File: config.mk
export PLATFORM = sky130hd
export DESIGN_NAME = vga_pattern_gen
export DESIGN_NICKNAME = d
export VERILOG_FILES = /design/src/rtl/vga_pattern_pkg.sv /design/src/rtl/box_bouncer.sv /design/src/rtl/vga_pattern_gen.sv
export SDC_FILE = /design/constraint.sdc
export NUM_CORES = 1
export LEC_CHECK = 0
export BUFFER_PORTS_ARGS = -buffer_cell sky130_fd_sc_hd__buf_2
export CORE_ASPECT_RATIO = 1.1
export CORE_MARGIN = 3
export CORE_UTILIZATION = 62
export CTS_BUF_LIST = sky130_fd_sc_hd__clkbuf_2 sky130_fd_sc_hd__clkbuf_4 sky130_fd_sc_hd__clkbuf_8
export CTS_CLUSTER_SIZE = 12
export DETAILED_ROUTE_END_ITERATION = 7
export HOLD_SLACK_MARGIN = 0.05
export PLACE_DENSITY = 0.81
export RECOVER_POWER = 25
export SETUP_SLACK_MARGIN = 0.15
export SLEW_MARGIN = 20
export SYNTH_ARGS = -nofsm -noshare
export SYNTH_HDL_FRONTEND = slang
export SYNTH_SLANG_ARGS = --single-unit
File: constraint.sdc
create_clock -name clk -period 3.8 [get_ports clk]
set_input_delay 0.76 -clock clk [delete_from_list [all_inputs] [get_ports clk]]
set_output_delay 0.76 -clock clk [all_outputs]
set_load 0.005 [all_outputs]
File: src/rtl/vga_pattern_pkg.sv
// Shared types, colour codes and helpers for the VGA test-pattern generator.
package vga_pattern_pkg;

    typedef enum logic [1:0] {
        MODE_GRID    = 2'd0,
        MODE_BARS    = 2'd1,
        MODE_CHECKER = 2'd2,
        MODE_BOX     = 2'd3
    } mode_t;

    // 3-bit colour codes, bit order {R,G,B}
    localparam logic [2:0] COLOR_BLACK   = 3'b000;
    localparam logic [2:0] COLOR_BLUE    = 3'b001;
    localparam logic [2:0] COLOR_GREEN   = 3'b010;
    localparam logic [2:0] COLOR_CYAN    = 3'b011;
    localparam logic [2:0] COLOR_RED     = 3'b100;
    localparam logic [2:0] COLOR_MAGENTA = 3'b101;
    localparam logic [2:0] COLOR_YELLOW  = 3'b110;
    localparam logic [2:0] COLOR_WHITE   = 3'b111;

    localparam int MAX_BPC = 8;

    function automatic logic [2:0] bar_color(input logic [2:0] idx);
        logic [2:0] c;
        case (idx)
            3'd0:    c = COLOR_WHITE;
            3'd1:    c = COLOR_YELLOW;
            3'd2:    c = COLOR_CYAN;
            3'd3:    c = COLOR_GREEN;
            3'd4:    c = COLOR_MAGENTA;
            3'd5:    c = COLOR_RED;
            3'd6:    c = COLOR_BLUE;
            default: c = COLOR_BLACK;
        endcase
        return c;
    endfunction

    // Each set code bit fills its whole channel; callers truncate to 3*bpc.
    function automatic logic [3*MAX_BPC-1:0] expand_color(input logic [2:0] code, input int bpc);
        logic [3*MAX_BPC-1:0] v;
        v = '0;
        for (int c = 0; c < 3; c++) begin
            for (int i = 0; i < MAX_BPC; i++) begin
                if (i < bpc) v[c*bpc+i] = code[c];
            end
        end
        return v;
    endfunction

endpackage

File: src/rtl/box_bouncer.sv
// Bouncing-box position/direction state, stepped once per unpaused frame tick.
module box_bouncer #(
    parameter int H_VISIBLE = 256,
    parameter int V_VISIBLE = 240,
    parameter int CW        = 9,
    parameter int BOX_SIZE  = 16,
    parameter int SPEED     = 1
) (
    input  logic          clk,
    input  logic          reset,
    input  logic          tick,
    input  logic          pause,
    output logic [CW-1:0] x,
    output logic [CW-1:0] y
);
    localparam int CW2 = CW + 2;

    logic [CW-1:0] x_q, x_d, y_q, y_d;
    logic          dx_q, dx_d, dy_q, dy_d;   // 1 = moving towards larger coordinate

    // Returns {dir, pos}; the wall hit parks the box flush and reverses it.
    function automatic logic [CW:0] step_axis(input logic [CW-1:0] p, input logic dir, input int lim);
        logic [CW:0] r;
        if (dir && (CW2'(p) + CW2'(BOX_SIZE + SPEED) > CW2'(lim)))
            r = {1'b0, CW'(lim - BOX_SIZE)};
        else if (!dir && (p < CW'(SPEED)))
            r = {1'b1, {CW{1'b0}}};
        else if (dir)
            r = {1'b1, p + CW'(SPEED)};
        else
            r = {1'b0, p - CW'(SPEED)};
        return r;
    endfunction

    always_comb begin
        x_d  = x_q;
        y_d  = y_q;
        dx_d = dx_q;
        dy_d = dy_q;
        if (tick && !pause) begin
            {dx_d, x_d} = step_axis(x_q, dx_q, H_VISIBLE);
            {dy_d, y_d} = step_axis(y_q, dy_q, V_VISIBLE);
        end
    end

    always_ff @(posedge clk) begin
        if (reset) begin
            x_q  <= '0;
            y_q  <= '0;
            dx_q <= 1'b1;
            dy_q <= 1'b1;
        end else begin
            x_q  <= x_d;
            y_q  <= y_d;
            dx_q <= dx_d;
            dy_q <= dy_d;
        end
    end

    assign x = x_q;
    assign y = y_q;

endmodule

File: src/rtl/vga_pattern_gen.sv
// Multi-mode VGA test-pattern source driven by hvsync_generator coordinates.
// Define PATTERN_BGR_EN to pack rgb as {B,G,R} for boards wired that way.
module vga_pattern_gen
    import vga_pattern_pkg::*;
#(
    parameter int H_VISIBLE = 256,
    parameter int V_VISIBLE = 240,
    parameter int CW        = 9,
    parameter int BPC       = 1,
    parameter int BOX_SIZE  = 16,
    parameter int SPEED     = 1,
    parameter int CHK_LOG2  = 4
) (
    input  logic             clk,
    input  logic             reset,
    input  logic             display_on,
    input  logic [CW-1:0]    hc_visible,
    input  logic [CW-1:0]    vc_visible,
    input  logic             vsync,
    input  logic             mode_next,
    input  logic             pause,
    output logic [3*BPC-1:0] rgb,
    output logic [1:0]       mode,
    output logic [7:0]       frame_cnt
);
    localparam int            CW1    = CW + 1;
    localparam logic [CW-1:0] H_LAST = CW'(H_VISIBLE - 1);
    localparam logic [CW-1:0] V_LAST = CW'(V_VISIBLE - 1);
    localparam logic [CW-1:0] BAR_W  = CW'(H_VISIBLE / 8);

    logic             vsync_q, mn_q, pending_q, pending_d;
    mode_t            mode_q, mode_d;
    logic [7:0]       fc_q, fc_d;
    logic [3*BPC-1:0] rgb_q, rgb_d;
    logic             tick, mn_rise;
    logic [CW-1:0]    box_x, box_y;
    logic [2:0]       code, out_code, bar_idx;
    logic             chk_on, in_box;

    assign tick    = vsync & ~vsync_q;
    assign mn_rise = mode_next & ~mn_q;

    box_bouncer #(
        .H_VISIBLE(H_VISIBLE), .V_VISIBLE(V_VISIBLE), .CW(CW),
        .BOX_SIZE(BOX_SIZE), .SPEED(SPEED)
    ) u_box (
        .clk(clk), .reset(reset), .tick(tick), .pause(pause),
        .x(box_x), .y(box_y)
    );

    // A press seen at the tick itself advances immediately; otherwise it waits.
    always_comb begin
        mode_d    = mode_q;
        pending_d = pending_q;
        fc_d      = fc_q;
        if (tick && (pending_q || mn_rise)) begin
            mode_d    = mode_t'(mode_q + 2'd1);
            pending_d = 1'b0;
        end else if (mn_rise) begin
            pending_d = 1'b1;
        end
        if (tick && !pause) fc_d = fc_q + 8'd1;
    end

    assign bar_idx = 3'(hc_visible / BAR_W);
    assign chk_on  = 1'((({1'b0, hc_visible} + CW1'(fc_q)) >> CHK_LOG2)) ^ vc_visible[CHK_LOG2];
    assign in_box  = ({1'b0, hc_visible} >= {1'b0, box_x}) &&
                     ({1'b0, hc_visible} <  {1'b0, box_x} + CW1'(BOX_SIZE)) &&
                     ({1'b0, vc_visible} >= {1'b0, box_y}) &&
                     ({1'b0, vc_visible} <  {1'b0, box_y} + CW1'(BOX_SIZE));

    always_comb begin
        code = COLOR_BLACK;
        if (display_on) begin
            case (mode_q)
                MODE_GRID: begin
                    if (hc_visible == '0 || hc_visible == H_LAST)      code = COLOR_RED;
                    else if (vc_visible == '0 || vc_visible == V_LAST) code = COLOR_YELLOW;
                    else if (hc_visible == vc_visible)                 code = COLOR_CYAN;
                    else if ({1'b0, hc_visible} + {1'b0, vc_visible} == CW1'(V_VISIBLE - 1))
                                                                       code = COLOR_MAGENTA;
                    else                                               code = COLOR_WHITE;
                end
                MODE_BARS:    code = bar_color(bar_idx);
                MODE_CHECKER: code = chk_on ? COLOR_WHITE : COLOR_BLACK;
                default:      code = in_box ? COLOR_GREEN : COLOR_BLUE;
            endcase
        end
    end

`ifdef PATTERN_BGR_EN
    assign out_code = {code[0], code[1], code[2]};
`else
    assign out_code = code;
`endif
    assign rgb_d = (3*BPC)'(expand_color(out_code, BPC));

    always_ff @(posedge clk) begin
        if (reset) begin
            vsync_q   <= 1'b0;
            mn_q      <= 1'b0;
            pending_q <= 1'b0;
            mode_q    <= MODE_GRID;
            fc_q      <= '0;
            rgb_q     <= '0;
        end else begin
            vsync_q   <= vsync;
            mn_q      <= mode_next;
            pending_q <= pending_d;
            mode_q    <= mode_d;
            fc_q      <= fc_d;
            rgb_q     <= rgb_d;
        end
    end

    assign rgb       = rgb_q;
    assign mode      = mode_q;
    assign frame_cnt = fc_q;

endmodule

Word-level counts from Yosys, hierarchy flattened

Index checks and enable logic that the tools add are counted.
W data, S select, Z words.

Flip-flop bits (word level): 36
Input bits: 24
Output and inout port bits: 13
Word-level logic and storage cells: 83

Reduce and logical (&&, ||, !) cells: 21
Bitwise logic cells: 6
$lt $le $gt $ge: 8
Eq/ne operators: 12
Add/subtract/negate cells: 12
Muxes and demuxes: 14

Operators with widths:

| kind                   | count |
|---|---|
| $mux W10               | 6 |
| $add A9 B5 Y10 const B | 4 |
| $pmux W3 S7            | 1 |
| $lt A9 B10 Y1          | 2 |
| $add A9 B1 Y9 const B  | 2 |
| $eq A9 B8 Y1 const B   | 2 |
| $ge A9 B9 Y1           | 2 |
| $logic_not A9 Y1       | 2 |
| $lt A9 B1 Y1 const B   | 2 |
| $sub A9 B1 Y9 const B  | 2 |
| $mux W3                | 4 |
| $gt A11 B8 Y1 const B  | 1 |
| $gt A11 B9 Y1 const B  | 1 |
| $add A9 B9 Y10         | 1 |
| $eq A10 B8 Y1 const B  | 1 |
| $eq A3 B3 Y1 const B   | 3 |
| $eq A9 B9 Y1           | 1 |
| $logic_and A1 B1 Y1    | 9 |
| $pmux W3 S3            | 1 |
| $add A8 B1 Y8 const B  | 1 |
| $eq A3 B2 Y1 const B   | 2 |
| $add A5 B5 Y5          | 1 |
| $mux W2                | 2 |
| $reduce_or A2 Y1       | 2 |
| 11 further kinds       | 18 |

Depth between registers and ports, before layout

Depth after elaboration: 7
Depth in mapped cells: 12
Gate-level depth less buffers: 11

Cells and area by module

A second synthesis with hierarchy kept.

Cells, all modules: 451
Area, all modules: 3569.7 um2

By module, submodules not included:

| module          | area each (um2) | cells each | sequential area each (um2) | instances |
|---|---|---|---|---|
| vga_pattern_gen | 2068.2          | 250        | 320.3                      | 1 |
| box_bouncer     | 1501.4          | 201        | 400.4                      | 1 |

Worst setup path before layout

Ideal clock, no wire load.

Path type: input-to-reg
Start: in hc_visible[0]
End: reg rgb_q[1] (netlist: rgb[1])
Required time: 3684 ps
Path slack: 804 ps
Arrival time: 2880 ps
Buffers on the path: 0
Library setup time: 116 ps
Cell stages on the path: 8
Cells stage by stage: ha_1 > inv_1 > fa_1 > or4b_2 > nor4_1 > o2111ai_1 > o31a_1 > o211a_1

Longest elaborated chain between the ends: 7
Elaborated cells on any way between the ends: 20
Classes of those cells: add/sub: 2; order compare: 2; eq/ne: 3; mux: 7; bitwise: 1; reduce/logical: 5

Ends and longest elaborated chain:

| element                | RTL line               | text |
|---|---|---|
| start: declaration     | vga_pattern_gen.sv:17  | `input logic [CW-1:0] hc_visible,` |
| $add A9 B9 Y10         | vga_pattern_gen.sv:80  | `else if ({1'b0, hc_visible} + {1'b0, vc_visible} == CW1'(V_VISIBLE - 1))` |
| $eq A10 B8 Y1          | vga_pattern_gen.sv:80  |  |
| $mux W2                | vga_pattern_gen.sv:80  |  |
| $mux W3                | vga_pattern_gen.sv:79  | `else if (hc_visible == vc_visible) code = COLOR_CYAN;` |
| $mux W3                | vga_pattern_gen.sv:78  | `else if (vc_visible == '0 \|\| vc_visible == V_LAST) code = COLOR_YELLOW;` |
| $mux W3                | vga_pattern_gen.sv:77  | `if (hc_visible == '0 \|\| hc_visible == H_LAST) code = COLOR_RED;` |
| $pmux W3 S3 *          | vga_pattern_gen.sv:75  | `case (mode_q)` |
| end signal: assignment | vga_pattern_gen.sv:112 | `rgb_q <= rgb_d;` |
| end: declaration       | vga_pattern_gen.sv:34  | `logic [3*BPC-1:0] rgb_q, rgb_d;` |

Every way passes the cells marked *; elsewhere a longest branch is shown, timed or not.
A chain may end at the register's enable or synchronous reset.

Worst setup path in the final report

Ends and elaborated chain as after synthesis.

==> metrics.yaml <==
overflow: 0
nets: 568
synthesis.nets: 545
drive_gt1_share_pct: 11.7
cts_setup_buffers: 0
start_kind: "input pin"
p_clk_share_pct: 32.3
violations: "max-capacitance violations, max-slew violations"
critical_path.cell_chain: "buf_2 > ha_1 > inv_1 > fa_1 > or4b_2 > nor4_1 > o2111ai_1 > o31a_1 > o211a_1"
vias: 3571
vias_per_cell: 6.34
post_cts_resized: 0
ys.warnings.count: 0
relSlewSlack_pct: -1.64
hpwl_mm: 7.05
tightest_slew_ns: 1.52
synth.avg_cell_area_sq_um: 7.75
core_sq_mm: 0.00550
period_needed_ns: 3.00
combPwrFrac_pct: 21.6
max_freq_mhz: 334
pwr_density_cell_mw_per_mm2: 223
worst_hold_slack_ns: 0.470
worstSkewPairLatency_ns: 0.30
cp.required_ns: 3.99
cp.arrival_ns: 3.19
cts-buffers-inserted: 5
max_stage_delay_ns: 0.63
ctsRootBufferMaster: "clkbuf_8"
start_util_pct: 65.4
synth_edf_count: 0
seq_power_share_pct: 46.1
placed_cells: 555
finalSetupTns_ns: 0
rows: 28
hold_viol: 0
min_period_over_period_pct: 78.9
dr.pass1.iters: 5
path_buf_inv: 2
fin_total_pwr_mw: 0.865
cp_slowest_cell: "or4b_2"
synth_area_leader_cell: "dfxtp_1"
grt_max_degree: 35
htreeDepth: 2
synth_flop_cell: "dfxtp_1"
skew_ns: 0.0143
drc: 0
cp-end-kind: "flip-flop"
slew_viol_final: 35
cts_num_sinks: 36
wl_per_cell_um: 16.5
syn-instance-count: 464
setup_violations: 0
path_depth: 9
grt_use_total_pct: 28.2
hold_path_class: "flip-flop to flip-flop"
rsz0062_at_grt: "no"
grt_pass1_vias: 3347
ff2ff_path_depth: 11
diodes: 0
synth-seq-cells: 36
antenna_found_initial: 0
async_flop_share_pct: 0
die_h_um: 85.9
synthTopCellsByArea: "dfxtp_1 20%, ha_1 19%, a21oi_1 4.6%"
die_area_sq_mm: 0.00675
syn_area_sq_mm: 0.00359
critPathMaxFanout: 4
cts_hold_buf: 0
ant_nets: 0
io_pins: 37
wirelength_mm: 9.28
hold_depth: 1
dr.first_iter.drc_count: 220
outcome: "complete, but fails checks"
rrSetupSlack_ns: 0.81
clk_pin_slew_ns: 0.08
portBuffers: 36
areaGrowthSynthToFinish_pct: 7.83
p_switching_mw: 0.271
layout.cells.non_filler: 563
cts_tree: "done"
ys_types: 60
vdd_ir_drop_max_uv: 263
swShare_pct: 31.3
drv_cap: 1
crit_type: "input pin to flip-flop"
p_int_mw: 0.594
grt_pass1_wl_mm: 15.6
place_congestion: 0.978
leakage_nw: 1.54
clk_path_buf_depth: 2
critical_path.top_delay_family: "simple AND/OR/NAND/NOR gates"
ys_seq_area_share_pct: 20.0
dieWidth_um: 78.6
synth_top_area_share_pct: 20.0
[power by group through the flow]
stage	Clock [mW]	Combinational [mW]	Sequential, mW
global route	0.302	0.210	0.401
floorplan	0	0.124	0.404
finish	0.279	0.186	0.399
global placement	0	0.177	0.407
detailed placement	0	0.183	0.408
CTS	0.282	0.184	0.399
[cell usage in the layout (no fill, tap or decap), types with 8 or more instances in the layout]
master	instances
a21oi_1	33
a31oi_1	8
a41oi_1	8
buf_2	35
dfxtp_1	36
ha_1	56
inv_1	33
nand2_1	35
nand3_1	18
nand4_1	12
nor2_1	37
nor2b_1	10
nor3_1	15
nor4_1	13
o21ai_0	20
xnor2_1	15
xor2_1	10
[registers in the layout, summed over array words and instances (netlist names)]
signal and flops:
u_box.x 9, u_box.y 9, frame_cnt 8, rgb 3
mode 2, mn_q 1, pending_q 1, u_box.dx_q 1
u_box.dy_q 1, vsync_q 1
[worst reg2reg max path, delay by kind of cell, from the launching register on]
family / cells / cell delay (ns)
AO/OA/AOI/OAI: 6 / 1.46
XOR/XNOR: 1 / 0.13
adder cells (fa/ha/maj): 1 / 0.30
buffers and inverters: 1 / 0.17
flip-flops: 1 / 0.52
AND/OR/NAND/NOR: 2 / 0.36
[layout make-up]
| type | instances | area [sq um] |
|---|---|---|
| clock buffer | 5 | 68.8 |
| tap | 75 | 93.8 |
| clock inverter | 3 | 18.8 |
| inverter | 33 | 124 |
| fill | 473 | 1620 |
| multi-input combinational | 372 | 2650 |
| sequential | 36 | 721 |
| timing repair buffer | 39 | 201 |
[through the flow]
| stage | setup slack, ns | cell area, sq um | utilization (%) |
|---|---|---|---|
| global placement | 0.568 | 3780 | 68.8 |
| CTS | 0.846 | 3870 | 70.4 |
| global route | 0.546 | 3880 | 70.5 |
| finish | 0.802 | 3880 | 70.5 |
| floorplan | 0.804 | 3590 | - |
| detailed placement | 0.543 | 3780 | 68.8 |
[final timing paths]
| kind | from | end |
|---|---|---|
| setup / recovery | hc_visible[0] | rgb[1]$_SDFF_PP0_ |
| hold / removal | pending_q$_SDFFE_PP0P_ | pending_q$_SDFFE_PP0P_ |
| setup reg to reg | u_box.x[6]$_SDFFE_PP0P_ | rgb[1]$_SDFF_PP0_ |
| hold reg to reg | pending_q$_SDFFE_PP0P_ | pending_q$_SDFFE_PP0P_ |
[per-layer routing]
| layer | global-route usage [%] | part of all wire (%) |
|---|---|---|
| met1 | 32.6 | 42 |
| met2 | 54.3 | 52 |
| met3 | 3.68 | 5.0 |
| met4 | 6.68 | 0.84 |
| met5 | 0 | 0 |
[kinds of logic after synthesis]
family,count (synthesis),synth area share [%]
AND/OR/NAND/NOR,169,24.6
AO/OA/AOI/OAI,119,22.2
adder cells (fa/ha/maj),57,20.0
buffers and inverters,56,6.44
flip-flops,36,20.0
XOR/XNOR,25,6.09
multiplexers,2,0.557
[Yosys cell counts, types with 2 or more instances]
cell type  count
a21o_1         5
o2111ai_1      3
buf_1          2
and3_1         3
a22oi_1        2
or4b_2         2
or3_1          2
nand2_1       35
a221oi_1       3
clkbuf_1      16
nand3_1       18
and4_1         2
buf_2          2
a211oi_1       5
a41oi_1        8
nand4_1       12
ha_1          56
or4_1          5
nor4b_1        3
a41o_1         2
mux2i_1        2
buf_6          2
dfxtp_1       36
xor2_1        10
nor2b_1       10
nand2b_1       4
inv_1         33
nor4_1        14
nor3_1        15
a21oi_1       33
o21a_1         7
o311ai_0       2
o31a_1         5
a31oi_1        8
o211ai_1       2
o21ai_0       20
xnor2_1       15
a32oi_1        2
nor2_1        37
No activity file was read; power rests on OpenSTA's default activity.
